$ cat config.mk
export PLATFORM = sky130hd
export DESIGN_NAME = path_replayer
export DESIGN_NICKNAME = d
export VERILOG_FILES = /design/src/rtl/path_replayer.sv
export SDC_FILE = /design/constraint.sdc
export NUM_CORES = 1
export LEC_CHECK = 0
export CORE_MARGIN = 3
export CORE_UTILIZATION = 48
export CTS_CLUSTER_DIAMETER = 200
export DETAILED_ROUTE_END_ITERATION = 6
export PLACE_DENSITY = 0.67
export RECOVER_POWER = 50
export SYNTH_ARGS = -nofsm -noshare
export SYNTH_HDL_FRONTEND = slang
export SYNTH_SLANG_ARGS = --single-unit
$ cat constraint.sdc
create_clock -name clk -period 6.4 [get_ports clk]
set_input_delay 1.28 -clock clk [delete_from_list [all_inputs] [get_ports clk]]
set_output_delay 1.28 -clock clk [all_outputs]
set_load 0.01 [all_outputs]
$ cat src/rtl/path_replayer.sv
// path_replayer
//   Buffers the maze solver's popped direction stack (which arrives final move
//   first) and replays it start-to-goal as a valid/ready move stream, tracking
//   the rat's position and stopping on any step that would leave the grid.
//
// Handshake: a transfer happens on a cycle where valid && ready are both high
// at the rising clock edge. Once move_valid rises it stays high, with move_dir
// stable, until the move is taken (only reset can withdraw it).
//
// Ports:
//   clk, rst                  clock (rising edge), async active-high reset
//   in_valid/in_ready/in_dir  solver direction entries (00 y-1, 01 x+1, 10 x-1, 11 y+1)
//   in_last                   marks the final entry of the path
//   nil                       zero-length path pulse (goal == start)
//   start_x/start_y           start cell, sampled on first entry or nil
//   move_valid/ready/dir      replayed move stream, forward order
//   pos_x/pos_y               position after the last accepted move
//   busy                      loading or playing
//   done                      replay finished, pos holds goal
//   err                       00 none, 01 overflow, 10 off-grid; sticky until clear
//   clear                     returns DONE/ERR to IDLE
module path_replayer #(
    parameter int DEPTH = 16,
    parameter int W     = 4
) (
    input  logic         clk,
    input  logic         rst,
    input  logic         in_valid,
    output logic         in_ready,
    input  logic [1:0]   in_dir,
    input  logic         in_last,
    input  logic         nil,
    input  logic [W-1:0] start_x,
    input  logic [W-1:0] start_y,
    output logic         move_valid,
    input  logic         move_ready,
    output logic [1:0]   move_dir,
    output logic [W-1:0] pos_x,
    output logic [W-1:0] pos_y,
    output logic         busy,
    output logic         done,
    output logic [1:0]   err,
    input  logic         clear
);

    localparam int AW = $clog2(DEPTH);

    localparam logic [W-1:0]  COORD_MAX = {W{1'b1}};
    localparam logic [W-1:0]  COORD_ONE = W'(1);
    localparam logic [AW:0]   WP_FULL   = (AW+1)'(DEPTH);
    localparam logic [AW:0]   WP_ONE    = (AW+1)'(1);
    localparam logic [AW-1:0] IDX_TWO   = AW'(2);

    localparam logic [1:0] DIR_UP    = 2'b00;  // y-1
    localparam logic [1:0] DIR_RIGHT = 2'b01;  // x+1
    localparam logic [1:0] DIR_LEFT  = 2'b10;  // x-1

    localparam logic [1:0] ERR_NONE = 2'b00;
    localparam logic [1:0] ERR_OVF  = 2'b01;
    localparam logic [1:0] ERR_GRID = 2'b10;

    typedef enum logic [2:0] {
        S_IDLE = 3'd0,
        S_LOAD = 3'd1,
        S_PLAY = 3'd2,
        S_DONE = 3'd3,
        S_ERR  = 3'd4
    } state_t;

    state_t         state_q, state_d;
    logic [AW:0]    wp_q, wp_d;
    logic [W-1:0]   pos_x_q, pos_x_d;
    logic [W-1:0]   pos_y_q, pos_y_d;
    logic           move_valid_q, move_valid_d;
    logic [1:0]     move_dir_q, move_dir_d;
    logic [1:0]     err_q, err_d;
    logic           in_ready_q, in_ready_d;
    logic [1:0]     buf_q [DEPTH];
    logic [1:0]     buf_d [DEPTH];

    logic           in_fire;
    logic           move_fire;
    logic [W-1:0]   step_x_pos;
    logic [W-1:0]   step_y_pos;
    logic [AW-1:0]  rd_idx;
    logic [1:0]     next_dir;

    // True when moving in direction d from (x,y) stays on the grid.
    function automatic logic step_ok(input logic [1:0] d, input logic [W-1:0] x,
                                     input logic [W-1:0] y);
        case (d)
            DIR_UP:    step_ok = (y != '0);
            DIR_RIGHT: step_ok = (x != COORD_MAX);
            DIR_LEFT:  step_ok = (x != '0);
            default:   step_ok = (y != COORD_MAX);
        endcase
    endfunction

    // ------------------------------------------------------------------
    // State register
    // ------------------------------------------------------------------
    always_ff @(posedge clk or posedge rst) begin
        if (rst) begin
            state_q      <= S_IDLE;
            wp_q         <= '0;
            pos_x_q      <= '0;
            pos_y_q      <= '0;
            move_valid_q <= 1'b0;
            move_dir_q   <= 2'b00;
            err_q        <= ERR_NONE;
            in_ready_q   <= 1'b0;
        end else begin
            state_q      <= state_d;
            wp_q         <= wp_d;
            pos_x_q      <= pos_x_d;
            pos_y_q      <= pos_y_d;
            move_valid_q <= move_valid_d;
            move_dir_q   <= move_dir_d;
            err_q        <= err_d;
            in_ready_q   <= in_ready_d;
        end
    end

    // Path storage carries no reset; contents are only read below wp.
    always_ff @(posedge clk) begin
        buf_q <= buf_d;
    end

    // ------------------------------------------------------------------
    // Next-state logic
    // ------------------------------------------------------------------
    always_comb begin
        state_d      = state_q;
        wp_d         = wp_q;
        pos_x_d      = pos_x_q;
        pos_y_d      = pos_y_q;
        move_valid_d = move_valid_q;
        move_dir_d   = move_dir_q;
        err_d        = err_q;
        buf_d        = buf_q;

        in_fire   = in_valid && in_ready_q;
        move_fire = move_valid_q && move_ready;

        // Position after the currently offered move is taken.
        step_x_pos = pos_x_q;
        step_y_pos = pos_y_q;
        case (move_dir_q)
            DIR_UP:    step_y_pos = pos_y_q - COORD_ONE;
            DIR_RIGHT: step_x_pos = pos_x_q + COORD_ONE;
            DIR_LEFT:  step_x_pos = pos_x_q - COORD_ONE;
            default:   step_y_pos = pos_y_q + COORD_ONE;
        endcase

        // Entry that follows the offered one (buf[wp-2]).
        rd_idx   = wp_q[AW-1:0] - IDX_TWO;
        next_dir = buf_q[rd_idx];

        case (state_q)
            S_IDLE: begin
                if (nil) begin
                    pos_x_d = start_x;
                    pos_y_d = start_y;
                    state_d = S_DONE;
                end else if (in_fire) begin
                    pos_x_d  = start_x;
                    pos_y_d  = start_y;
                    buf_d[0] = in_dir;
                    wp_d     = WP_ONE;
                    if (!in_last) begin
                        state_d = S_LOAD;
                    end else if (step_ok(in_dir, start_x, start_y)) begin
                        state_d      = S_PLAY;
                        move_valid_d = 1'b1;
                        move_dir_d   = in_dir;
                    end else begin
                        state_d = S_ERR;
                        err_d   = ERR_GRID;
                    end
                end
            end

            S_LOAD: begin
                if (in_fire) begin
                    if (wp_q == WP_FULL) begin
                        // No room: the entry is swallowed and the path abandoned.
                        state_d = S_ERR;
                        err_d   = ERR_OVF;
                    end else begin
                        buf_d[wp_q[AW-1:0]] = in_dir;
                        wp_d                = wp_q + WP_ONE;
                        if (in_last) begin
                            // The entry just received is the first move out.
                            if (step_ok(in_dir, pos_x_q, pos_y_q)) begin
                                state_d      = S_PLAY;
                                move_valid_d = 1'b1;
                                move_dir_d   = in_dir;
                            end else begin
                                state_d = S_ERR;
                                err_d   = ERR_GRID;
                            end
                        end
                    end
                end
            end

            S_PLAY: begin
                if (move_fire) begin
                    pos_x_d = step_x_pos;
                    pos_y_d = step_y_pos;
                    wp_d    = wp_q - WP_ONE;
                    if (wp_q == WP_ONE) begin
                        state_d      = S_DONE;
                        move_valid_d = 1'b0;
                    end else if (step_ok(next_dir, step_x_pos, step_y_pos)) begin
                        move_dir_d = next_dir;
                    end else begin
                        // Checked before offering, so an off-grid move never appears.
                        state_d      = S_ERR;
                        err_d        = ERR_GRID;
                        move_valid_d = 1'b0;
                    end
                end
            end

            S_DONE: begin
                if (clear) begin
                    state_d = S_IDLE;
                    wp_d    = '0;
                end
            end

            S_ERR: begin
                move_valid_d = 1'b0;
                if (clear) begin
                    state_d = S_IDLE;
                    wp_d    = '0;
                    err_d   = ERR_NONE;
                end
            end

            default: begin
                state_d      = S_IDLE;
                wp_d         = '0;
                move_valid_d = 1'b0;
            end
        endcase

        // Registered so in_ready reads 0 while reset is held.
        in_ready_d = (state_d == S_IDLE) || (state_d == S_LOAD);
    end

    // ------------------------------------------------------------------
    // Outputs
    // ------------------------------------------------------------------
    always_comb begin
        in_ready   = in_ready_q;
        move_valid = move_valid_q;
        move_dir   = move_dir_q;
        pos_x      = pos_x_q;
        pos_y      = pos_y_q;
        busy       = (state_q == S_LOAD) || (state_q == S_PLAY);
        done       = (state_q == S_DONE);
        err        = err_q;
    end

endmodule

==> impl_metrics.yaml, run 1 <==
timing:
  whs_ps: 518
  slew_headroom_pct: 33.2
  period_needed_ps: 3930
  skew_ps: 10.7
  rsz0062_at_grt: "false"
  setup_tns_ps: 0
  finalMaxSlewViolations: 0
  fmax_mhz: 254
  setup_viol: 0
  hold_viol_final: 0
  tightest_slew_ps: 993
  finalCritPeriodShare_pct: 61.4
logic_synthesis:
  synthArstFlopShare_pct: 40.7
  ys_seq_elements: 54
  post_synth.cell_area_avg_sq_um: 10.0
  synth_top_area_cell: "edfxtp_1"
  synth_cell_types: 70
  mappedNetlistArea_sq_um: 3590
  synthFlopType: "edfxtp_1"
  synth_area_leaders: "edfxtp_1 (27%), dfrtp_1 (15%), ha_1 (4.9%)"
  seq_area_frac_synth_pct: 42.1
  yosysWarningCount: 0
  synth_top_cell_area_share_pct: 26.7
  syn-num-nets: 390
  synth_edf_count: 32
  syn_inst: 359
power_and_ir_drop:
  vdd_drop_max_mv: 0.322
  p_leak_nw: 1.51
  p_total_w: 0.00221
  power-per-cell-area_nw_per_um2: 542
global_routing:
  grt_antenna_before_repair: 0
  grt_pass1_wl_mm: 14.7
  grt_util_met3_pct: 3.90
  grtUsageMet1_pct: 30.9
  track_usage_pct: 21.7
  gr-total-overflow: 0
  grt_pass1_vias: 2872
  grt_max_degree: 23
  busiest_layer: "met2"
  use_met2_pct: 33.3
setup_path:
  r2r_start: "wp_q[1]$_DFFE_PP0P_"
  crit_family: "buffers and inverters"
  arrival_ps: 4140
  critPathLaunch: "in_dir[1]"
  crit_path_max_incr_delay_ps: 1020
  start_kind: "input pin"
  r2r_end: "err[1]$_DFFE_PP0P_"
  critPathSlowestCell: "dlygate4sd3_1"
  path_cells: "dlygate4sd3_1 > mux4_2 > o41ai_1 > a21oi_1 > or2_0 > a221oi_1 > nand3_1"
  crit_buf_inv: 1
  end_kind: "flop"
  r2r_slack_ps: 3180
  cp_max_fo: 22
  path_class: "input pin to flop"
  cp_data_required_time_ps: 6600
  ff2ff_path_depth: 9
cts:
  insertion_delay_ps: 320
  clk_pin_slew_ps: 110
  cts_tree: "yes"
  cts_setup_buffers: 0
  numCtsBuffers: 5
  clockBufferDepth: 2
  holdBufCountCts: 0
  cts.sinks: 54
  root_buffer: "clkbuf_8"
  h-tree-depth: 2
  cts_resized: 0
detailed_routing:
  ant_nets: 0
  wire_per_inst_um: 18.6
  viasPerCell: 6.20
  detailroute.via_count: 2965
  detail_route.wirelength_mm: 8.88
  drtPass1Iterations: 4
  drt_iter0_markers: 203
  route.detailed.drc: 0
placement:
  io_buffer_count: 32
  routabilityCongestion: 0.867
  place_area_sq_um: 3970
  hpwl_mm: 6.33
worst_hold_path:
  min-delay-start: "wp_q[4]$_DFFE_PP0P_"
  hp-class: "flop to flop"
  min_to: "wp_q[4]$_DFFE_PP0P_"
  hold_depth: 1
run_status:
  status: "complete, no violations"
floorplanning:
  rows: 30
  core_area_sq_um: 7020
  num_io_pins: 33
  die_h_um: 92.5
  die-area_sq_um: 8560
  die_w_um: 92.5
  start_util_pct: 51.2
finish:
  nets: 412
  design_area_sq_um: 4080
  layout-drive-gt1-share_pct: 8.38
  antenna_cells: 0
  area_growth_pct: 13.6
  final_cell_mix: "nand2_1 (37), nor2_1 (35), edfxtp_1 (32)"
  final_common_cell: "nand2_1"
flow_run:
  cap_viol_max_count: 0
-- per-layer routing --
| layer | share of wire (%) | up-vias |
|---|---|---|
| met4 | 2.1 | 0 |
| met1 | 46 | 1438 |
| met3 | 5.7 | 18 |
| li1 | - | 1416 |
| met2 | 46 | 93 |
| met5 | 0 | - |
-- cell usage after synthesis (all sizes together), types with 7 or more instances --
master	n
xor2	7
inv	14
mux4	10
a31oi	7
ha	14
dfrtp	22
clkbuf	13
nor3	16
edfxtp	32
mux2i	7
nand3	7
nand2	37
o22ai	9
a21oi	19
o21ai	15
nor2	35
-- logic make-up after synthesis --
kind of cell | Yosys count | share of synthesized area [%]
flops | 54 | 42.1
mux | 18 | 8.95
compound gates | 94 | 18.5
buf+inv | 35 | 4.00
xor+xnor | 9 | 2.19
simple gates | 135 | 19.4
fa+ha+maj | 14 | 4.87
-- power by group --
group,internal [W],leakage [nW],switching (W),total (W)
Combinational,0.000589,0.910,0.000767,0.00136
Sequential,0.000442,0.548,0.000172,0.000614
Clock,0.000119,0.0563,0.000123,0.000242
Total,0.00115,1.51,0.00106,0.00221
-- registers in the layout (all words and copies together), names as in the netlist --
name / count
pos_y: 4
in_ready: 1
move_valid: 1
pos_x: 4
wp_q: 5
buf_q: 32
move_dir: 2
state_q: 3
err: 2
-- through the flow --
stage | instances | setup slack [ps] | util [%]
3_5_place_dp | 470 | 2300 | 56.5
6_report | 478 | 2470 | 58.2
4_1_cts | 478 | 2610 | 58.2
3_3_place_gp | 470 | 2410 | 56.5
2_1_floorplan | 359 | 3370 | -
5_1_grt | 478 | 2370 | 58.2
-- layout make-up --
class,instances,area [sq um]
fillers,612,2940
multi-input cells,270,1940
flip-flops and latches,54,1510
repair buffers,34,335
well taps,96,120
clock buffers,5,68.8
inverters,16,60.1
clock inverters,3,48.8
-- worst max path at each step --
stage | endpoint | cells after the start
after CTS | move_dir[0]$_DFFE_PP0P_ | 7
after floorplan | move_dir[0]$_DFFE_PP0P_ | 7
after global routing | move_dir[0]$_DFFE_PP0P_ | 7
after detailed placement | move_dir[0]$_DFFE_PP0P_ | 7
after global placement | move_dir[0]$_DFFE_PP0P_ | 7
final | move_dir[0]$_DFFE_PP0P_ | 7
No activity file was read; power rests on OpenSTA's default activity.
==> run 2, diff against run 1 <==
- clock period: 6.4 -> 3.75 ns (I/O delays scaled with it)
==> run 2 against run 1 <==
Compared with the run above:
- clock skew fell by 2.4 ps
- routed wire length rose by 0.75%
- non-clock buffer count rose by 9
- critical path depth fell by 4
- sequential power rose by 62%
- hold slack got worse by 5.6 ps
==> impl_metrics.yaml, run 2 (synthesis gave the netlist of run 1 again) <==
run_status:
  status: "complete, no violations"
setup_path:
  start_kind: "flop"
  crit_buf_inv: 1
  crit_family: "simple AND/OR/NAND/NOR gates"
  cp_data_required_time_ps: 3000
  critPathSlowestCell: "dfrtp_1"
  end_kind: "output port"
  arrival_ps: 2260
  cp_max_fo: 15
  crit_path_max_incr_delay_ps: 670
  path_class: "flop to output port"
  path_cells: "or3b_1 > nand2_1 > clkdlybuf4s50_1"
floorplanning:
  num_io_pins: 33
  start_util_pct: 51.2
  die_w_um: 92.5
  die_h_um: 92.5
  die-area_sq_um: 8560
  core_area_sq_um: 7020
  rows: 30
cts:
  cts.sinks: 54
  clk_pin_slew_ps: 110
  cts_resized: 0
  numCtsBuffers: 5
  cts_setup_buffers: 0
  insertion_delay_ps: 320
  cts_tree: "yes"
  h-tree-depth: 2
  holdBufCountCts: 0
  clockBufferDepth: 2
  root_buffer: "clkbuf_8"
placement:
  hpwl_mm: 6.64
  place_area_sq_um: 4030
  routabilityCongestion: 0.945
  io_buffer_count: 32
global_routing:
  grt_util_met3_pct: 3.01
  track_usage_pct: 22.0
  grtUsageMet1_pct: 32.0
  grt_max_degree: 23
  grt_pass1_vias: 2890
  grt_antenna_before_repair: 0
  busiest_layer: "met2"
  gr-total-overflow: 0
  use_met2_pct: 35.1
  grt_pass1_wl_mm: 14.9
detailed_routing:
  wire_per_inst_um: 18.4
  route.detailed.drc: 0
  drtPass1Iterations: 5
  drt_iter0_markers: 203
  detailroute.via_count: 3051
  ant_nets: 0
  viasPerCell: 6.26
  detail_route.wirelength_mm: 8.94
finish:
  fillers: 612
  utilization_pct: 59.0
  largestRegisters: "buf_q x32, wp_q x5"
  regArea_sq_um: 1510
  area_growth_pct: 15.3
  design_area_sq_um: 4140
  nets: 421
  antenna_cells: 0
  regMostFlops: "buf_q"
  multiInputGateArea_sq_um: 1940
  layout-drive-gt1-share_pct: 9.97
  final_common_cell: "nand2_1"
  largest_register_ff_count: 32
  final_cell_mix: "nand2_1 (37), nor2_1 (35), edfxtp_1 (32)"
timing:
  slew_headroom_pct: 37.9
  hold_viol_final: 0
  finalMaxSlewViolations: 0
  setup_viol: 0
  setup_tns_ps: 0
  finalCritPeriodShare_pct: 80.4
  period_needed_ps: 3010
  fmax_mhz: 332
  skew_ps: 8.27
  tightest_slew_ps: 930
  rsz0062_at_grt: "false"
power_and_ir_drop:
  vdd_drop_max_mv: 0.440
  p_leak_nw: 1.55
  power-per-cell-area_nw_per_um2: 927
flow_run:
  cap_viol_max_count: 0
worst_hold_path:
  hp-class: "flop to flop"
-- run 2: cell count changes in the layout (fill, tap and decap cells not counted) --
| cell | before | now |
|---|---|---|
| inv_6 | 0 | 1 |
| clkbuf_1 | 0 | 2 |
| clkdlybuf4s50_1 | 23 | 24 |
| dlygate4sd3_1 | 9 | 8 |
| buf_4 | 2 | 9 |
| clkinv_4 | 0 | 1 |
| inv_8 | 1 | 0 |
| clkinvlp_4 | 1 | 0 |
-- run 2: path summary, 6_finish.rpt --
check                                        startpoint                   end  slack (ps)  cells past startpoint
worst max-delay path               state_q[1]$_DFF_PP0_                  busy         740                      3
worst min-delay path                wp_q[4]$_DFFE_PP0P_   wp_q[4]$_DFFE_PP0P_         510                      1
worst max register to register  move_dir[1]$_DFFE_PP0P_    err[1]$_DFFE_PP0P_         750                     11
max in group asynchronous                           rst   wp_q[2]$_DFFE_PP0P_        2110                      2
worst min register to register      wp_q[4]$_DFFE_PP0P_   wp_q[4]$_DFFE_PP0P_         510                      1
min in group asynchronous                           rst  state_q[2]$_DFF_PP0_        1060                      2
-- run 2: metrics by stage --
stage	std cells	setup WS (ps)	power, W	hold WS (ps)
detailed placement	479	530	0.00341	496
CTS	487	749	0.00383	510
global route	487	453	0.00415	554
finish	487	737	0.00384	512
floorplan	359	1020	0.00272	465
global placement	479	590	0.00339	491
-- run 2: layer usage --
layer / vias to the layer above / wire length [um] / share of wire, %
met5: - / 0 / 0
met4: 0 / 92 / 1.0
met3: 8 / 528 / 5.9
met2: 124 / 4190 / 47
met1: 1481 / 4140 / 46
li1: 1438 / - / -
-- run 2: report_power, final --
group	total, W	internal, W	switching (W)
Combinational	0.00243	0.00106	0.00137
Sequential	0.000992	0.000755	0.000237
Clock	0.000418	0.000203	0.000215
-- run 2: cell type report --
| type | instances | share of cell area, % |
|---|---|---|
| inverter | 16 | 1.45 |
| timing repair buffer | 43 | 9.55 |
| multi-input combinational | 270 | 46.8 |
| tap | 96 | 2.90 |
| clock inverter | 3 | 1.15 |
| clock buffer | 5 | 1.66 |
| sequential | 54 | 36.5 |
==> run 3, diff against run 2 <==
- PLACE_DENSITY: 0.67 -> 0.69
- clock period: 3.75 -> 2.4 ns (I/O delays scaled with it)
==> run 3 against run 2 <==
Compared with the run above:
- routed wire length increased by 15%
- non-clock buffer count rose by 59
- critical path type is now flop to flop
- clock-buffer cell count rose by 1
- setup slack worse by 1000 ps
- the run now ends with setup timing left
- register-to-register slack got worse by 1000 ps
- clock skew is essentially flat
- combinational power increased by 130%
- design area increased by 16%
- via count rose by 11%
- die area unchanged
==> impl_metrics.yaml, run 3 (synthesis gave the netlist of run 1 again) <==
cts:
  root_buffer: "clkbuf_8"
  cts.sinks: 54
  clk_pin_slew_ps: 100
  clockBufferDepth: 2
  cts_tree: "yes"
  holdBufCountCts: 0
  insertion_delay_ps: 310
  h-tree-depth: 2
  numCtsBuffers: 5
floorplanning:
  start_util_pct: 51.2
  die-area_sq_um: 8560
  die_h_um: 92.5
  core_area_sq_um: 7020
  die_w_um: 92.5
  rows: 30
  num_io_pins: 33
timing:
  fmax_mhz: 374
  rsz0062_at_grt: "true"
  finalCritPeriodShare_pct: 111
  hold_viol_final: 0
  finalMaxSlewViolations: 0
  finalWorstSetupSlack_ps: -270
  period_needed_ps: 2670
  tightest_slew_ps: 1360
  setup_tns_ps: -1790
  whs_ps: 518
  setup_viol: 9
  slew_headroom_pct: 9.53
  skew_ps: 8.73
placement:
  routabilityCongestion: 0.915
  hpwl_mm: 7.57
  place_area_sq_um: 4530
  io_buffer_count: 32
detailed_routing:
  detail_route.wirelength_mm: 10.3
  drt_iter0_markers: 246
  detailroute.via_count: 3375
  wire_per_inst_um: 18.8
  drtPass1Iterations: 5
  route.detailed.drc: 0
  ant_nets: 0
  viasPerCell: 6.18
power_and_ir_drop:
  p_leak_nw: 1.85
  power-per-cell-area_nw_per_um2: 1540
  vdd_drop_max_mv: 0.778
finish:
  final_common_cell: "buf_4"
  regMostFlops: "buf_q"
  utilization_pct: 68.4
  final_cell_mix: "buf_4 (66), nand2_1 (34), edfxtp_1 (32)"
  layout-drive-gt1-share_pct: 30.0
  design_area_sq_um: 4800
  antenna_cells: 0
  largest_register_ff_count: 32
  nets: 480
  largestRegisters: "buf_q x32, wp_q x5"
  area_growth_pct: 33.6
global_routing:
  grt_max_degree: 23
  track_usage_pct: 24.5
  grt_antenna_before_repair: 0
  grt_pass1_vias: 3241
  grt_pass1_wl_mm: 16.4
  gr-total-overflow: 0
setup_path:
  worstSetupEndpoint: "err[1]$_DFFE_PP0P_"
  cp_data_required_time_ps: 2600
  end_kind: "flop"
  start_kind: "flop"
  path_class: "flop to flop"
  ff2ff_path_depth: 8
  r2r_slack_ps: -270
  cp_max_fo: 10
  r2r_start: "wp_q[0]$_DFFE_PP0P_"
  critPathLaunch: "wp_q[0]$_DFFE_PP0P_"
  r2r_end: "err[1]$_DFFE_PP0P_"
  arrival_ps: 2870
worst_hold_path:
  hp-class: "flop to flop"
flow_run:
  cap_viol_max_count: 0
run_status:
  violations: "setup timing"
  status: "finished, violations left"
[run 3: worst min path at each step]
stage | start | endpoint | depth (start not counted)
2_1_floorplan | wp_q[4]$_DFFE_PP0P_ | wp_q[4]$_DFFE_PP0P_ | 1
3_3_place_gp | wp_q[4]$_DFFE_PP0P_ | wp_q[4]$_DFFE_PP0P_ | 1
3_5_place_dp | wp_q[4]$_DFFE_PP0P_ | wp_q[4]$_DFFE_PP0P_ | 1
4_1_cts | rst | state_q[1]$_DFF_PP0_ | 3
5_1_grt | wp_q[4]$_DFFE_PP0P_ | wp_q[4]$_DFFE_PP0P_ | 1
6_report | wp_q[4]$_DFFE_PP0P_ | wp_q[4]$_DFFE_PP0P_ | 1
[run 3: layout make-up]
type / instances / area [sq um]
Inverter: 16 / 65.1
Timing Repair Buffer: 102 / 846
Clock buffer: 6 / 82.6
Multi-Input combinational cell: 270 / 2160
Fill cell: 570 / 2220
Sequential cell: 54 / 1510
Tap cell: 96 / 120
Clock inverter: 2 / 17.5
[run 3: through the flow]
stage,setup slack [ps],power [W],cells
6_report,-270,0.00737,546
2_1_floorplan,-127,0.00442,359
3_3_place_gp,-386,0.00624,536
5_1_grt,-321,0.00787,546
4_1_cts,-246,0.00713,546
3_5_place_dp,-414,0.00635,536
[run 3: metal layers]
metal / routed length, um / vias up / GRT usage [%]
li1: - / 1550 / -
met1: 4320 / 1648 / 33.0
met2: 5140 / 167 / 42.1
met3: 739 / 10 / 3.57
met4: 89 / 0 / 4.83
met5: 0 / - / 0
[run 3: critical path, stage by stage, from the launching register on]
cell      delay (ps)
dfrtp_1          390
buf_12           150
mux4_1           590
mux2i_1          280
mux2i_4          180
and4_4           240
a211oi_4         310
nor3_4           100
o311a_1          300
[run 3: timing repair]
action                                  in CTS  in global routing
resized for setup                           13                 30
buffers inserted                             2                  0
pin swaps                                    2                  4
endpoints found under the setup margin      15                 39
[run 3: power breakdown]
group / switching, W / internal [W]
clock network: 0.000320 / 0.000238
logic: 0.00291 / 0.00257
registers: 0.000157 / 0.00119
